$ cat config.mk
export PLATFORM = sky130hd
export DESIGN_NAME = alu_op_sequencer
export DESIGN_NICKNAME = d
export VERILOG_FILES = /design/src/rtl/alu_pkg.sv /design/src/rtl/alu_op_decode.sv /design/src/rtl/alu_op_sequencer.sv
export SDC_FILE = /design/constraint.sdc
export NUM_CORES = 1
export LEC_CHECK = 0
export ABC_AREA = 1
export ABC_CLOCK_PERIOD_IN_PS = 2000
export BUFFER_PORTS_ARGS = -buffer_cell sky130_fd_sc_hd__buf_2
export CORE_MARGIN = 3
export CORE_UTILIZATION = 45
export DETAILED_ROUTE_END_ITERATION = 8
export PLACE_DENSITY_LB_ADDON = 0.08
export SETUP_SLACK_MARGIN = 0.2
export SLEW_MARGIN = 20
export SYNTH_ARGS = -nofsm -noshare
export SYNTH_HDL_FRONTEND = slang
export SYNTH_SLANG_ARGS = --single-unit
$ cat constraint.sdc
create_clock -name clk -period 2 [get_ports clk]
set_clock_uncertainty 0.1 [all_clocks]
set_input_delay 0.4 -clock clk [delete_from_list [all_inputs] [get_ports clk]]
set_output_delay 0.4 -clock clk [all_outputs]
set_load 0.05 [all_outputs]
$ cat src/rtl/alu_pkg.sv
// Shared opcode map, control-vector width and sequencer state encoding for the ALU front end.
package alu_pkg;

  localparam int SIG_COUNT = 12;

  localparam logic [3:0] OP_ADD = 4'd0;
  localparam logic [3:0] OP_SUB = 4'd1;
  localparam logic [3:0] OP_MUL = 4'd2;
  localparam logic [3:0] OP_DIV = 4'd3;
  localparam logic [3:0] OP_SHR = 4'd4;
  localparam logic [3:0] OP_SHL = 4'd5;
  localparam logic [3:0] OP_ROR = 4'd6;
  localparam logic [3:0] OP_ROL = 4'd7;
  localparam logic [3:0] OP_AND = 4'd8;
  localparam logic [3:0] OP_OR  = 4'd9;
  localparam logic [3:0] OP_NEG = 4'd10;
  localparam logic [3:0] OP_NOT = 4'd11;

  typedef enum logic [1:0] {
    IDLE = 2'd0,
    EXEC = 2'd1,
    DONE = 2'd2
  } seq_state_e;

endpackage

$ cat src/rtl/alu_op_decode.sv
// Combinational opcode decoder: one-hot ALU strobe, execution length and
// rejection of opcodes the ALU cannot run (unknown op, divide by zero).
module alu_op_decode
  import alu_pkg::*;
#(
  parameter int SIG_W   = alu_pkg::SIG_COUNT,
  parameter int MUL_LAT = 4,
  parameter int DIV_LAT = 8
) (
  input  logic [3:0]       op,
  input  logic             y_is_zero,
  output logic [SIG_W-1:0] onehot,
  output logic [3:0]       lat,
  output logic             illegal
);

  logic [SIG_W-1:0] oneBit;

  assign oneBit = {{(SIG_W-1){1'b0}}, 1'b1};

  always_comb begin
    onehot  = '0;
    lat     = 4'd1;
    illegal = 1'b0;
    if (int'(op) >= SIG_W) begin
      illegal = 1'b1;
    end else begin
      onehot = oneBit << op;
    end
    if (op == OP_MUL) begin
      lat = 4'(MUL_LAT);
    end else if (op == OP_DIV) begin
      lat = 4'(DIV_LAT);
      // A zero divisor is reported as an error instead of strobing the ALU.
      if (y_is_zero) begin
        illegal = 1'b1;
      end
    end
  end

endmodule

$ cat src/rtl/alu_op_sequencer.sv
// Front-end controller for the 32-bit ALU: accepts one request, strobes the ALU
// for the op's latency, captures the 64-bit result and hands it to the consumer.
module alu_op_sequencer
  import alu_pkg::*;
#(
  parameter int BITS      = 32,
  parameter int SIG_COUNT = alu_pkg::SIG_COUNT,
  parameter int MUL_LAT   = 4,
  parameter int DIV_LAT   = 8,
  parameter int CNT_BITS  = 16
) (
  input  logic                 clk,
  input  logic                 clr,
  input  logic                 req_valid,
  output logic                 req_ready,
  input  logic [3:0]           req_op,
  input  logic [BITS-1:0]      req_x,
  input  logic [BITS-1:0]      req_y,
  output logic [SIG_COUNT-1:0] alu_ctrl,
  output logic [BITS-1:0]      alu_x,
  output logic [BITS-1:0]      alu_y,
  input  logic [2*BITS-1:0]    alu_result,
  output logic                 res_valid,
  input  logic                 res_ready,
  output logic [2*BITS-1:0]    res_data,
  output logic                 res_err,
  output logic [CNT_BITS-1:0]  op_count
);

  seq_state_e           state_q, state_d;
  logic [BITS-1:0]      x_q, x_d;
  logic [BITS-1:0]      y_q, y_d;
  logic [3:0]           cnt_q, cnt_d;
  logic [SIG_COUNT-1:0] ctrl_q, ctrl_d;
  logic [2*BITS-1:0]    data_q, data_d;
  logic                 err_q, err_d;
  logic [CNT_BITS-1:0]  count_q, count_d;

  logic [SIG_COUNT-1:0] decOnehot;
  logic [3:0]           decLat;
  logic                 decIllegal;

  alu_op_decode #(
    .SIG_W  (SIG_COUNT),
    .MUL_LAT(MUL_LAT),
    .DIV_LAT(DIV_LAT)
  ) u_decode (
    .op       (req_op),
    .y_is_zero(req_y == '0),
    .onehot   (decOnehot),
    .lat      (decLat),
    .illegal  (decIllegal)
  );

  always_comb begin
    state_d = state_q;
    x_d     = x_q;
    y_d     = y_q;
    cnt_d   = cnt_q;
    ctrl_d  = ctrl_q;
    data_d  = data_q;
    err_d   = err_q;
    count_d = count_q;
    case (state_q)
      IDLE: begin
        if (req_valid) begin
          x_d = req_x;
          y_d = req_y;
          if (decIllegal) begin
            err_d   = 1'b1;
            data_d  = '0;
            state_d = DONE;
          end else begin
            // The strobe is registered so it is glitch-free and constant through EXEC.
            cnt_d   = decLat - 4'd1;
            ctrl_d  = decOnehot;
            state_d = EXEC;
          end
        end
      end
      EXEC: begin
        if (cnt_q == 4'd0) begin
          data_d  = alu_result;
          err_d   = 1'b0;
          ctrl_d  = '0;
          state_d = DONE;
        end else begin
          cnt_d = cnt_q - 4'd1;
        end
      end
      DONE: begin
        if (res_ready) begin
          count_d = count_q + 1'b1;
          state_d = IDLE;
        end
      end
      default: begin
        ctrl_d  = '0;
        state_d = IDLE;
      end
    endcase
  end

  always_ff @(posedge clk) begin
    if (clr) begin
      state_q <= IDLE;
      x_q     <= '0;
      y_q     <= '0;
      cnt_q   <= '0;
      ctrl_q  <= '0;
      data_q  <= '0;
      err_q   <= 1'b0;
      count_q <= '0;
    end else begin
      state_q <= state_d;
      x_q     <= x_d;
      y_q     <= y_d;
      cnt_q   <= cnt_d;
      ctrl_q  <= ctrl_d;
      data_q  <= data_d;
      err_q   <= err_d;
      count_q <= count_d;
    end
  end

  assign req_ready = (state_q == IDLE);
  assign res_valid = (state_q == DONE);
  assign alu_ctrl  = ctrl_q;
  assign alu_x     = x_q;
  assign alu_y     = y_q;
  assign res_data  = data_q;
  assign res_err   = err_q;
  assign op_count  = count_q;

endmodule

==> impl_metrics.toml <==
[outcome]
outcome = "complete, no violations"

[layout]
final_common_cell = "buf_2"
fin_util_pct = 63.0
fin_nets = 1403
antenna_cells = 0
syn2layout_area_growth_pct = 35.8
drive_gt1_share_pct = 29.4
most-common-layout-cells = "buf_2 (292), nor2_1 (275), nand2_1 (186)"
design_area_um2 = 9260

[placed_design]
place_ws_ns = 0.0470
portBuffers = 294
place.gp.congestion = 0.815
dpl_cell_area_um2 = 8540
dp_hpwl_um = 14100

[power]
vdd_drop_max_uv = 641
power_density_nw_per_um2 = 1160
total_leakage_power_uw = 0.00475

[synth]
syn_avg_cell_area_um2 = 6.92
syn_nets = 1124
ys_seq_elements = 163
synth_cell_types = 29
synth_seq_area_share_pct = 47.8
synth_cells = 986
ys_warn_count = 0
syn_area_um2 = 6820

[timing]
drv_slew = 0
tightest_slew_ns = 0.437
max_freq_mhz = 576
worst_slack_ns = 0.264
finalHoldViolCount = 0
setup_violations = 0
slew_headroom_pct = 70.9
period_share_pct = 86.8
period_needed_ns = 1.74
grt_setup_unrepaired = "yes"
final.setup.tns_ns = 0

[global_routing]
grtUsageMet2_pct = 37.7
grt_usage_pct = 23.5
grt_pass1_wl_um = 31600
overflow = 0
met3_usage_pct = 7.25
grt_busiest_layer = "met2"
met1_usage_pct = 30.0
grt_pass1_vias = 6364
grt_max_degree = 89
antenna_found_initial = 0

[cts]
clk_pin_slew_worst_paths_ns = 0.06
cts-buffers-inserted = 17
cts_tree = "built"
htree_levels = 4
cts_sinks = 163
clock_latency_ns = 0.41
cts_max_path_buffers = 2
holdBufCountCts = 0
root_buffer = "clkbuf_16"

[worst_setup_path]
critPathLaunch = "state_q[1]"
cp.arrival_ns = 1.24
required_ns = 1.50
end_kind = "primary output"
critical_path_class = "reg2out"
r2r-start = "state_q[1]"
setup.worst_path.start_class = "flop"
critPathMaxFanout = 4

[floorplan]
top_level_ports = 295
rows = 44
dieHeight_um = 129
core_area_um2 = 14700
die_w_um = 129
dieArea_um2 = 16700
start_util_pct = 46.4

[drt]
wl_um = 20600
drc = 0
vias_per_cell = 4.84
antenna_left = 0
avgRoutedWirePerCell_um = 14.1
vias = 7066
drtIter0Drc = 385
firstDrtPassIters = 5

[worst_hold_path]
hold_start = "req_x[19]"
min_path_type = "in2reg"

[run]
cap_violations = 0
metrics by stage:
stage / hold WS, ns / cells / total power (uW)
floorplan: 0.340 / 986 / 6390
global placement: 0.345 / 1426 / 7260
detailed placement: 0.359 / 1426 / 7280
CTS: 0.0916 / 1456 / 10800
global route: 0.0905 / 1460 / 11300
finish: 0.111 / 1460 / 10800
logic make-up (layout without fill, tap and decap cells):
family                     Yosys count  in the layout  share of synthesized area, %
adders and majority gates            2              2                         0.367
AOI/OAI and AO/OA                  127            127                          9.50
xor gates and xnor gates             3              3                         0.385
buffers and inverters              122            412                          7.70
DFF                                163            163                          47.8
and+or+nand+nor                    569            569                          34.2
report_power, final:
part / total [uW] / leakage [uW] / internal, uW / switching (uW)
combinational: 3440 / 0.00311 / 918 / 2520
sequential: 3840 / 0.00134 / 3650 / 196
clock: 3510 / 0.000300 / 2240 / 1270
total: 10800 / 0.00475 / 6800 / 3990
synth_stat cells (all sizes together):
master | n | area share [%]
inv | 62 | 3.4
nor4 | 1 | 0.092
nor3b | 1 | 0.11
o21bai | 1 | 0.11
or2 | 1 | 0.092
clkbuf | 29 | 1.6
a211oi | 1 | 0.11
nor3 | 6 | 0.44
ha | 2 | 0.37
nor2 | 283 | 16
nand4 | 5 | 0.46
o21a | 3 | 0.33
nand3 | 79 | 5.9
a21oi | 48 | 3.5
o21ai | 74 | 5.4
dfxtp | 163 | 48
nand2 | 193 | 11
xor2 | 3 | 0.39
buf | 31 | 2.7
path summary, 6_finish.rpt:
check | end | slack [ns] | depth (start not counted)
setup / recovery | res_valid | 0.26 | 4
setup reg to reg | res_data[55] | 0.32 | 9
hold / removal | alu_x[19] | 0.11 | 3
hold reg to reg | alu_ctrl[7] | 0.36 | 2
timing repair:
action	CTS	global route
endpoints found under the hold margin	0	0
buffers inserted	0	3
pin swaps	0	2
cloned	0	1
resized for setup	6	9
setup endpoints to repair	2	82
critical path, stage by stage, from the launching register on:
cell and delay [ns]:
dfxtp_4 0.37, inv_2 0.05, nor2_4 0.13, buf_6 0.14
buf_8 0.14
layout make-up:
type | instances | area [um^2]
well taps | 184 | 230
flip-flops and latches | 163 | 3270
repair buffers | 320 | 1840
clock inverters | 9 | 179
inverters | 62 | 236
multi-input cells | 701 | 3050
clock buffers | 21 | 450
fillers | 1418 | 5440
registers in the layout (all words and copies together) (netlist names):
register,count
res_data,64
res_err,1
alu_x,32
cnt_q,4
alu_y,32
state_q,2
alu_ctrl,12
op_count,16
routing by layer:
metal,vias to the layer above,routed length (um),share of wire (%)
met5,-,0,0
met4,0,413,2.0
met3,26,1680,8.1
met2,251,9690,47
met1,3140,8810,43
li1,3649,-,-
Note: power is estimated with default switching activity, not from simulation.
